[src/rtl/viterbi_frame_ctrl.sv]
// Frame sequencer for the Viterbi decoder: symbol intake, survivor writes,
// best-state selection and traceback stream (newest traced state first).
module viterbi_frame_ctrl #(
  parameter int FRAME_LEN = 64,
  parameter int ADDR_W    = 6
) (
  input  logic              clk_i,
  input  logic              rst_i,
  input  logic              start_i,
  output logic              busy_o,
  input  logic              sym_valid_i,
  output logic              sym_ready_o,
  output logic              path_enable_o,
  output logic              metric_clr_o,
  input  logic [7:0]        surv_in_i,
  input  logic [2:0]        best_idx_i,
  output logic              mem_we_o,
  output logic [ADDR_W-1:0] mem_waddr_o,
  output logic [7:0]        mem_wdata_o,
  output logic              mem_re_o,
  output logic [ADDR_W-1:0] mem_raddr_o,
  input  logic [7:0]        mem_rdata_i,
  output logic              dec_valid_o,
  output logic [2:0]        dec_state_o,
  input  logic              dec_ready_i,
  output logic              frame_done_o
);

  typedef enum logic [2:0] {
    S_IDLE, S_ACS, S_FLUSH, S_SEL, S_TB_RD, S_TB_OUT, S_DONE
  } state_e;

  localparam logic [ADDR_W-1:0] LAST = ADDR_W'(FRAME_LEN - 1);
  localparam logic [ADDR_W-1:0] ONE  = ADDR_W'(1);

  state_e            state_q, state_d;
  logic [ADDR_W-1:0] sym_cnt_q, sym_cnt_d;
  logic              we_q, we_d;
  logic [ADDR_W-1:0] waddr_q, waddr_d;
  logic [ADDR_W-1:0] tb_addr_q, tb_addr_d;
  logic [2:0]        cur_q, cur_d;
  logic [7:0]        rdata_q, rdata_d;
  logic              rd_fresh_q, rd_fresh_d;
  logic [7:0]        rdata_eff;

  // Trellis predecessor of state s given survivor decision bit b.
  function automatic logic [2:0] pred(input logic [2:0] s, input logic b);
    logic [2:0] p;
    case (s)
      3'd0:    p = b ? 3'd1 : 3'd0;
      3'd1:    p = b ? 3'd2 : 3'd3;
      3'd2:    p = b ? 3'd5 : 3'd4;
      3'd3:    p = b ? 3'd6 : 3'd7;
      3'd4:    p = b ? 3'd0 : 3'd1;
      3'd5:    p = b ? 3'd3 : 3'd2;
      3'd6:    p = b ? 3'd4 : 3'd5;
      default: p = b ? 3'd7 : 3'd6;
    endcase
    return p;
  endfunction

  always_ff @(posedge clk_i) begin
    if (rst_i) begin
      state_q    <= S_IDLE;
      sym_cnt_q  <= '0;
      we_q       <= 1'b0;
      waddr_q    <= '0;
      tb_addr_q  <= '0;
      cur_q      <= '0;
      rdata_q    <= '0;
      rd_fresh_q <= 1'b0;
    end else begin
      state_q    <= state_d;
      sym_cnt_q  <= sym_cnt_d;
      we_q       <= we_d;
      waddr_q    <= waddr_d;
      tb_addr_q  <= tb_addr_d;
      cur_q      <= cur_d;
      rdata_q    <= rdata_d;
      rd_fresh_q <= rd_fresh_d;
    end
  end

  // RAM data is live only in the first TB_OUT cycle; afterwards use the captured copy.
  assign rdata_eff = rd_fresh_q ? mem_rdata_i : rdata_q;

  always_comb begin
    state_d       = state_q;
    sym_cnt_d     = sym_cnt_q;
    we_d          = 1'b0;
    waddr_d       = waddr_q;
    tb_addr_d     = tb_addr_q;
    cur_d         = cur_q;
    rdata_d       = rdata_q;
    rd_fresh_d    = 1'b0;
    busy_o        = (state_q != S_IDLE);
    sym_ready_o   = 1'b0;
    path_enable_o = 1'b0;
    metric_clr_o  = 1'b0;
    mem_re_o      = 1'b0;
    mem_raddr_o   = '0;
    dec_valid_o   = 1'b0;
    dec_state_o   = '0;
    frame_done_o  = 1'b0;
    case (state_q)
      S_IDLE: begin
        if (start_i) begin
          metric_clr_o = 1'b1;
          sym_cnt_d    = '0;
          state_d      = S_ACS;
        end
      end
      S_ACS: begin
        sym_ready_o = 1'b1;
        if (sym_valid_i) begin
          path_enable_o = 1'b1;
          we_d          = 1'b1;
          waddr_d       = sym_cnt_q;
          if (sym_cnt_q == LAST) state_d = S_FLUSH;
          else                   sym_cnt_d = sym_cnt_q + ONE;
        end
      end
      S_FLUSH: state_d = S_SEL;
      S_SEL: begin
        cur_d     = best_idx_i;
        tb_addr_d = LAST;
        state_d   = S_TB_RD;
      end
      S_TB_RD: begin
        mem_re_o    = 1'b1;
        mem_raddr_o = tb_addr_q;
        rd_fresh_d  = 1'b1;
        state_d     = S_TB_OUT;
      end
      S_TB_OUT: begin
        dec_valid_o = 1'b1;
        dec_state_o = cur_q;
        if (rd_fresh_q) rdata_d = mem_rdata_i;
        if (dec_ready_i) begin
          cur_d = pred(cur_q, rdata_eff[cur_q]);
          if (tb_addr_q == '0) begin
            state_d = S_DONE;
          end else begin
            tb_addr_d = tb_addr_q - ONE;
            state_d   = S_TB_RD;
          end
        end
      end
      S_DONE: begin
        frame_done_o = 1'b1;
        state_d      = S_IDLE;
      end
      default: state_d = S_IDLE;
    endcase
  end

  assign mem_we_o    = we_q;
  assign mem_waddr_o = waddr_q;
  assign mem_wdata_o = we_q ? surv_in_i : 8'h00;

endmodule
[config.mk]
export PLATFORM = sky130hd
export DESIGN_NAME = viterbi_frame_ctrl
export DESIGN_NICKNAME = d
export VERILOG_FILES = /design/src/rtl/viterbi_frame_ctrl.sv
export SDC_FILE = /design/constraint.sdc
export NUM_CORES = 1
export LEC_CHECK = 0
export CAP_MARGIN = 10
export CELL_PAD_IN_SITES_DETAIL_PLACEMENT = 2
export CELL_PAD_IN_SITES_GLOBAL_PLACEMENT = 2
export CORE_AREA = 2 2 88 90
export DETAILED_ROUTE_END_ITERATION = 8
export DIE_AREA = 0 0 90 92
export PLACE_DENSITY_LB_ADDON = 0.1
export SYNTH_ARGS = -nofsm -noshare
export SYNTH_HDL_FRONTEND = slang
export SYNTH_SLANG_ARGS = --single-unit
[constraint.sdc]
create_clock -name clk_i -period 2.3 [get_ports clk_i]
set_clock_uncertainty 0.05 [all_clocks]
set_input_delay 0.345 -clock clk_i [delete_from_list [all_inputs] [get_ports clk_i]]
set_output_delay 0.345 -clock clk_i [all_outputs]
set_load 0.005 [all_outputs]
==> reports/qor.txt, run 1 <==
status: completed
Synth Warn #: 0
Clock Sinks: 34
Avg Inst Size Synth: 8.02 µm²
Worst-Skew Late Latency: 270 ps
H-tree depth: 2
Layout Nets: 326
DRT antenna net count: 0
worst setup path start: state_q[2]
Clock Path Buffers: 2
CTS tree: done
static leakage: 0.932 nW
post-CTS setup buffer count: 0
Setup violations, final: 0
reg2reg setup slack: 450 ps
drt via density: 4.84
first-pass GRT wire length: 10.1 mm
largest net degree at the start of global routing: 30
relative slew slack: 0.651
met2 routed WL: 3.06 mm
pwr dens: 439 nW/µm²
clock slew at reported path FFs: 70 ps
final WL: 6.01 mm
layout cells sized above 1: 0.107
area leader, netlist: dfxtp_1
Worst IR Drop VDD: 235 µV
Worst EP arrival: 1750 ps
synthesized net count: 266
die area: 8280 µm²
vias in the first global route: 2005
Compound-Gate Fraction of Synth Area: 0.185
Reg2Reg Capture Point: tb_addr_q[3]
met1 WL: 2.78 mm
DRT iter0 DRCs: 27
routed vias: 1947
crit path time final: 2150 ps
Core ar.: 7450 µm²
drt first pass iters: 4
Final Slew Violations: 0
routability cong.: 0.718
Crit. End Element: primary output
fmax: 465 MHz
Overall Global Routing Usage: 0.149
RR Startpoint: state_q[2]
number of diodes: 0
CP Launch Type: flop
most area-consuming cells after synthesis: dfxtp_1 36%, nand2_1 8.0%, a21oi_1 5.7%, and2_1 5.2%, nor3_1 3.1%
post-DP HPWL: 4.63 mm
largest family of logic cells by synthesized area: simple AND/OR/NAND/NOR gates
Hold/Removal Path Class: flop to flop
simple-gate area share of the yosys netlist: 0.311
Gate Count Post-Synth: 239
die width: 90 µm
ys flop type: dfxtp_1
Worst EP required: 1900 ps
DRC violations left: 0
Inserted Clock Buffers: 5
# rows: 32
CP Max Fanout: 17
register bit total from synthesis: 34
Worst-Margin Slew: 523 ps
hold buffers post-CTS: 0
top sig layer: met4
Hold WS: 408 ps
ys async rst share: 0
Die Ht: 92 µm
area grow syn2layout: 40.8%
multiplexer area fraction after synthesis: 0.0673
Worst Path Class, Setup: flop to primary output
TNS Setup: 0 ps
final worst-path cycle share: 0.934
Post-synth EDFFs: 0
Synth cell types: 49
CTS root buf: clkbuf_8
met3 WL: 150 µm
sequential area share after synthesis: 0.355
final-layout fill cell count: 892
RSZ-0062 raised after global routing: false
total congestion overflow: 0
share of the synthesized area in the top cell type: 0.355
PortBufs: 54
DR WL/cell: 15.0 µm
total of max-cap violations: 0
Hold Startpoint: mem_waddr_o[5]
post-synthesis cell area: 1920 µm²
starting density of the core: 0.257
WHS Endpoint: mem_waddr_o[5]
R2R depth: 5
initial antenna violation count: 0
hold path depth: 2
I/O Pins: 55
post-synthesis xor/xnor area fraction: 0.00457
Post-Synth Adder-Cell Area: 0.0196
Final Hold Violating Endpoints: 0
cell families (layout without fill, tap and decap cells):
family	count (synthesis)	after routing
and+or+nand+nor	113	113
adders and majority gates	3	3
buffers and inverters	24	85
AOI/OAI and AO/OA	54	54
DFF	34	34
muxes	10	10
xor gates and xnor gates	1	1
cell type report:
cell class | instances | area [µm²] | area share
well taps | 102 | 128 | 0.0473
clock inverters | 1 | 5.00 | 0.00186
multi-input cells | 181 | 1130 | 0.419
repair buffers | 64 | 616 | 0.228
inverters | 13 | 48.8 | 0.0181
clock buffers | 7 | 86.3 | 0.0320
flip-flops and latches | 34 | 684 | 0.254
power by group:
| group | internal [W] | switching (W) | total [W] |
|---|---|---|---|
| registers | 0.000594 | 0.00000928 | 0.000603 |
| clock network | 0.000242 | 0.000219 | 0.000461 |
| logic | 0.0000678 | 0.0000524 | 0.000120 |
synthesized netlist by cell type (3+ instances only):
cell and number:
inv_1 12, o21ai_0 4, or4_1 3, buf_2 4, nand2b_1 3, and2_1 16
nand4_1 3, nor3_1 12, a2111o_1 3, a31oi_1 5, nand2_1 41, o31ai_1 4
nor2_1 12, nor4_1 3, nand3b_1 4, or3_1 5, dfxtp_1 34, ha_1 3
a211oi_1 4, mux2i_1 5, o211ai_1 4, a21oi_1 22, clkbuf_1 3
critical path, cell delays in order (launching register included):
cell and delay [ps]:
dfxtp_2 500, nand3b_2 120, inv_1 180, and2_1 170
clkdlybuf4s50_1 500
layout by cell type (no fill, tap or decap), types with 5 or more instances in the layout:
master,n
mux2i_1,5
nor3_1,12
and2_1,16
clkdlybuf4s50_1,54
a31oi_1,5
nor2_1,10
or3_1,5
inv_1,12
buf_4,10
clkbuf_8,6
dfxtp_1,31
a21oi_1,22
nand2_1,41
stage by stage:
stage	cell area, µm²	utilization	std cells	power (W)	setup WS, ps
floorplan	1920	-	239	0.000656	620
global placement	2600	0.349	394	0.000737	242
detailed placement	2600	0.349	394	0.000738	150
CTS	2690	0.362	402	0.00122	6.59
global route	2700	0.362	402	0.00125	14.4
finish	2700	0.362	402	0.00118	151
worst max-delay path by stage:
stage          depth (start not counted)              to  slack [ps]
2_1_floorplan                          5        cur_q[0]         620
3_3_place_gp                           5        cur_q[0]         240
3_5_place_dp                           4  mem_raddr_o[3]         150
4_1_cts                                5   path_enable_o           7
5_1_grt                                3    metric_clr_o          10
6_report                               4  dec_state_o[0]         150
state kept, by name (all words and copies together), names as in the netlist:
name / flops
tb_addr_q: 6
cur_q: 3
mem_waddr_o: 6
rdata_q: 8
mem_we_o: 1
sym_cnt_q: 6
state_q: 3
rd_fresh_q: 1
per-layer routing:
| layer | vias up | global-route usage |
|---|---|---|
| met5 | - | 0 |
| met4 | 0 | 0.0308 |
| met3 | 2 | 0.0238 |
| met2 | 23 | 0.264 |
| met1 | 947 | 0.192 |
| li1 | 975 | - |
repair_timing:
| item | CTS | global route |
|---|---|---|
| endpoints found under the setup margin | 8 | 4 |
| gates resized for setup | 2 | 3 |
| pin swaps | 0 | 0 |
Note: power is estimated with default switching activity, not from simulation.
==> inputs of run 2 (changes only) <==
CORE_AREA = 2 2 85 87   (was 2 2 88 90)
DIE_AREA = 0 0 87 89   (was 0 0 90 92)
clock period = 2.7 ns   (was 2.3 ns; I/O delays follow)
==> run 2 against run 1 <==
Compared with the run above: clock power decreased by 12%; setup slack better by 170 ps; die area decreased by 6.5%; final cell count shrank 6.7%; core utilization grew 2.8 points; wire length increased by 2.9%; combinational power shrank 16%; critical path type unchanged; largest cell class unchanged.
==> reports/qor.txt, run 2 (synthesis gave the netlist of run 1 again) <==
status: completed
sequential fraction of design power: 0.504 (-0.005)
CP Launch Type: flop
routed vias: 1920 (-1.4%)
Worst IR Drop VDD: 263 µV (+12%)
Worst-Skew Late Latency: 290 ps (+20 ps)
R2R depth: 4 (-1)
Clock Sinks: 34 (unchanged)
first-pass GRT wire length: 10.1 mm (-0.21%)
Crit. End Element: primary output
Clock Path Buffers: 2 (unchanged)
CTS tree: done
Comb power frac: 0.100 (-0.002)
max reg flops: 8 (unchanged)
Worst EP required: 2250 ps (+350 ps)
Setup violations, final: 0 (unchanged)
clock slew at reported path FFs: 70 ps (about the same)
worst path cell trace: nor2_1 > nand3_1 > clkinv_1 > clkdlybuf4s50_1
Layout Nets: 321 (-1.5%)
routability cong.: 0.778 (+8.4%)
Sw Share: 0.245 (+0.00812)
hold buffers post-CTS: 0 (unchanged)
DRT iter0 DRCs: 29 (+7.4%)
post-CTS setup buffer count: 0 (unchanged)
post-DP HPWL: 4.61 mm (-0.52%)
Hold/Removal Path Class: flop to flop
die area: 7740 µm² (-6.5%)
DR WL/cell: 16.5 µm (+10%)
Largest stage delay, worst path: 570 ps (+70 ps)
Inserted Clock Buffers: 5 (unchanged)
H-tree depth: 2 (unchanged)
fmax: 420 MHz
Worst-Margin Slew: 526 ps (+2.48 ps)
Reg2Reg Capture Point: cur_q[0]
WHS Endpoint: mem_waddr_o[3]
hold path depth: 2 (unchanged)
Die Ht: 89 µm (-3.3%)
Final Hold Violating Endpoints: 0 (unchanged)
Clk pwr share: 0.397 (+0.008)
area grow syn2layout: 37.0%
vias in the first global route: 1951 (-2.7%)
drt first pass iters: 3 (-1)
starting density of the core: 0.285 (+0.0279)
DRC violations left: 0 (unchanged)
number of diodes: 0 (unchanged)
Worst Path Class, Setup: flop to primary output
final-layout fill cell count: 782 (-12%)
die width: 87 µm (-3.3%)
total of max-cap violations: 0 (unchanged)
relative slew slack: 0.650 (-0.00165)
I/O Pins: 55 (unchanged)
RSZ-0062 raised after global routing: false
Final Slew Violations: 0 (unchanged)
most frequent cells in the layout: 54 x clkdlybuf4s50_1, 41 x nand2_1, 33 x dfxtp_1
CTS root buf: clkbuf_8
Util after Layout: 0.391 (+0.0285)
# rows: 30 (-6.3%)
initial antenna violation count: 0 (unchanged)
commonest non-fill, non-tap cell in the layout: clkdlybuf4s50_1
Overall Global Routing Usage: 0.167 (+0.0174)
largest net degree at the start of global routing: 30 (unchanged)
RR Startpoint: rd_fresh_q
pwr dens: 388 nW/µm² (-12%)
internal power: 0.000768 W (-15%)
PortBufs: 54 (unchanged)
Hold Startpoint: mem_waddr_o[3]
Core ar.: 6720 µm² (-9.8%)
CP Max Fanout: 14 (-3)
crit path time final: 2380 ps
Top reg by flops: rdata_q
reg2reg setup slack: 750 ps (+300 ps)
Sw Pwr: 0.000249 W (-11%)
Worst EP arrival: 1930 ps (+180 ps)
final worst-path cycle share: 0.882
final WL: 6.19 mm (+2.9%)
DRT antenna net count: 0 (unchanged)
drt via density: 5.12 (+5.7%)
TNS Setup: 0 ps (unchanged)
total congestion overflow: 0 (unchanged)
static leakage: 0.905 nW (-2.9%)
CP max-delay cell: dfxtp_1
layout cells sized above 1: 0.0780 (-0.0287)
run 2: cell count changes in the layout (fill, tap and decap cells not counted), sizes merged:
cell	delta
buf	-5
run 2: worst max-delay path, delay by kind of cell, from the launching register on:
| family | cells | cell delay, ps |
|---|---|---|
| AND/OR/NAND/NOR | 2 | 340 |
| flip-flops | 1 | 570 |
| buffers and inverters | 2 | 730 |
run 2: power by group through the flow:
stage	sequential (W)	clock (W)	combinational [W]
after floorplan	0.000520	0	0.0000388
after global placement	0.000524	0	0.000101
after detailed placement	0.000524	0	0.000103
after CTS	0.000512	0.000419	0.000104
after global routing	0.000513	0.000436	0.000112
final	0.000512	0.000404	0.000101
run 2: cell type report:
cell class                      count  area [µm²]  share of cell area
Clock inverter                      1        5.00             0.00191
Multi-Input combinational cell    181        1120               0.429
Sequential cell                    34         682               0.260
Timing Repair Buffer               59         578               0.220
Inverter                           13        48.8              0.0186
Clock buffer                        7        86.3              0.0329
Tap cell                           80         100              0.0381
run 2: worst max path at each step:
stage                           to  slack (ps)         from
finish               path_enable_o         320   state_q[1]
global route         path_enable_o         140   state_q[1]
CTS                 mem_raddr_o[3]         120   state_q[2]
detailed placement  mem_raddr_o[3]         440   state_q[2]
global placement     path_enable_o         440  sym_valid_i
floorplan                 cur_q[0]        1020   rd_fresh_q
run 2: what timing repair did:
action / in CTS / in global routing
endpoints found under the setup margin: 0 / 4
resized for setup: 0 / 1
hold endpoints to repair: 0 / 0
run 2: layer usage:
| layer | global-route usage | up-vias | routed length [µm] |
|---|---|---|---|
| met5 | 0 | - | 0 |
| met4 | 0.0426 | 0 | 46 |
| met3 | 0.0286 | 4 | 123 |
| met2 | 0.300 | 18 | 3370 |
| met1 | 0.206 | 939 | 2640 |
| li1 | - | 959 | - |
run 2: stage by stage:
step	total power, W	cells	instance area [µm²]	setup WS (ps)	hold WS, ps
after detailed placement	0.000627	367	2530	444	401
after global routing	0.00106	375	2630	138	438
final	0.00102	375	2630	319	407
after floorplan	0.000559	239	1920	1020	382
after global placement	0.000625	367	2530	443	389
after CTS	0.00104	375	2620	122	412
==> inputs of run 3 (changes only) <==
RECOVER_POWER = 100   (was unset)
TNS_END_PERCENT = 1   (was unset)
==> run 3 against run 2 <==
Compared with the run above: critical path depth did not move; clock power barely moved; sequential share of layout area barely moved; design area fell by 0.14%; wire length rose by 0.18%; die area did not move; via count fell by 0.21%; clock-buffer cell count did not move; worst hold slack got worse by 2.7 ps.
==> reports/qor.txt, run 3 (synthesis gave the netlist of run 1 again) <==
status: completed
Core ar.: 6720 µm² (unchanged)
Final Slew Violations: 0 (unchanged)
post-cts gate resize count: 0 (unchanged)
largest net degree at the start of global routing: 30 (unchanged)
R2R depth: 4 (unchanged)
Worst EP required: 2250 ps (about the same)
hold buffers post-CTS: 0 (unchanged)
Overall Global Routing Usage: 0.167 (unchanged)
GRT busiest layer: met2
final WL: 6.20 mm (+0.18%)
CP Max Fanout: 14 (unchanged)
Worst Path Class, Setup: flop to primary output
placed cell count: 367 (unchanged)
post-DP HPWL: 4.61 mm (unchanged)
Setup violations, final: 0 (unchanged)
Hold WS: 404 ps (-2.72 ps)
most frequent cells in the layout: 41 x nand2_1, 33 x dfxtp_1, 29 x clkdlybuf4s50_1
crit path time final: 2400 ps (+21.5 ps)
WHS Endpoint: mem_waddr_o[3]
first-pass GRT wire length: 10.1 mm (unchanged)
PortBufs: 54 (unchanged)
Worst IR Drop VDD: 262 µV (-0.19%)
CTS root buf: clkbuf_8
Util after Layout: 0.390 (-0.000559)
met3 usage: 0.0286 (unchanged)
max reg flops: 8 (unchanged)
RSZ-0062 raised after global routing: false
routability cong.: 0.778 (unchanged)
Final Hold Violating Endpoints: 0 (unchanged)
post-CTS setup buffer count: 0 (unchanged)
met1 GRT Util: 0.206 (unchanged)
total congestion overflow: 0 (unchanged)
RR Startpoint: rd_fresh_q
DR WL/cell: 16.5 µm (+0.18%)
layout cells sized above 1: 0.0746 (-0.00339)
Worst EP arrival: 1950 ps (+20 ps)
fmax: 416 MHz (-0.90%)
initial antenna violation count: 0 (unchanged)
final worst-path cycle share: 0.890 (+0.00798)
hold path depth: 2 (unchanged)
routed vias: 1916 (-0.21%)
die width: 87 µm (unchanged)
Worst-Skew Late Latency: 290 ps (about the same)
Hold Startpoint: mem_waddr_o[3]
final-layout fill cell count: 782 (unchanged)
CP Launch Type: flop
I/O Pins: 55 (unchanged)
Clock Path Buffers: 2 (unchanged)
met2 GRT Util: 0.300 (unchanged)
Inserted Clock Buffers: 5 (unchanged)
DRC violations left: 0 (unchanged)
TNS Setup: 0 ps (unchanged)
Clock Sinks: 34 (unchanged)
Hold/Removal Path Class: flop to flop
final worst slack: 298 ps (-21.5 ps)
starting density of the core: 0.285 (unchanged)
total of max-cap violations: 0 (unchanged)
vias in the first global route: 1951 (unchanged)
CTS tree: done
static leakage: 0.974 nW (+7.6%)
Worst-Margin Slew: 1400 ps (+874 ps)
relative slew slack: 0.0673 (-0.582)
DRT antenna net count: 0 (unchanged)
commonest non-fill, non-tap cell in the layout: nand2_1
H-tree depth: 2 (unchanged)
Reg2Reg Capture Point: cur_q[0]
drt first pass iters: 3 (unchanged)
pwr dens: 387 nW/µm² (-0.14%)
Crit. End Element: primary output
number of diodes: 0 (unchanged)
Layout Nets: 321 (unchanged)
# rows: 30 (unchanged)
reg2reg setup slack: 750 ps (about the same)
Layout Cells excl Fill: 375 (unchanged)
Top reg by flops: rdata_q
clock slew at reported path FFs: 70 ps (about the same)
worst slack, placed: 444 ps (unchanged)
area grow syn2layout: 36.8%
die area: 7740 µm² (unchanged)
drt via density: 5.11 (-0.21%)
DRT iter0 DRCs: 29 (unchanged)
Die Ht: 89 µm (unchanged)
==> run 3: area by class of cell <==
class,count,area [µm²],share of cell area
inverter,13,48.8,0.0186
clock buffer,7,86.3,0.0329
multi-input combinational,181,1120,0.429
sequential,34,682,0.260
tap,80,100,0.0382
clock inverter,1,5.00,0.00191
timing repair buffer,59,574,0.219
==> run 3: critical path: stages, from the launching register on <==
cell and delay (ps):
dfxtp_1 570, nand2b_1 260, nor2_1 100, and2_1 160, dlygate4sd3_1 570
==> run 3: per-stage QoR <==
| step | power, W | area [µm²] |
|---|---|---|
| floorplan | 0.000559 | 1920 |
| global placement | 0.000625 | 2530 |
| detailed placement | 0.000627 | 2530 |
| CTS | 0.00104 | 2620 |
| global route | 0.00106 | 2620 |
| finish | 0.00101 | 2620 |
==> run 3: how the worst max path moves through the flow <==
stage / start / end / slack, ps / cells after the start
CTS: state_q[2] / mem_raddr_o[3] / 120 / 4
global route: state_q[1] / path_enable_o / 140 / 4
detailed placement: state_q[2] / mem_raddr_o[3] / 440 / 4
floorplan: rd_fresh_q / cur_q[0] / 1020 / 5
global placement: sym_valid_i / path_enable_o / 440 / 4
finish: state_q[1] / mem_raddr_o[4] / 300 / 4
==> run 3: routing by layer <==
metal | vias to the layer above | part of all wire
li1 | 961 | -
met1 | 934 | 0.43
met2 | 17 | 0.54
met3 | 4 | 0.020
met4 | 0 | 0.0074
met5 | - | 0
==> run 3: power breakdown <==
group	internal (W)	switching (W)	total [W]
logic	0.0000536	0.0000444	0.0000980
clock network	0.000206	0.000198	0.000404
registers	0.000505	0.00000709	0.000512
total	0.000765	0.000250	0.00101
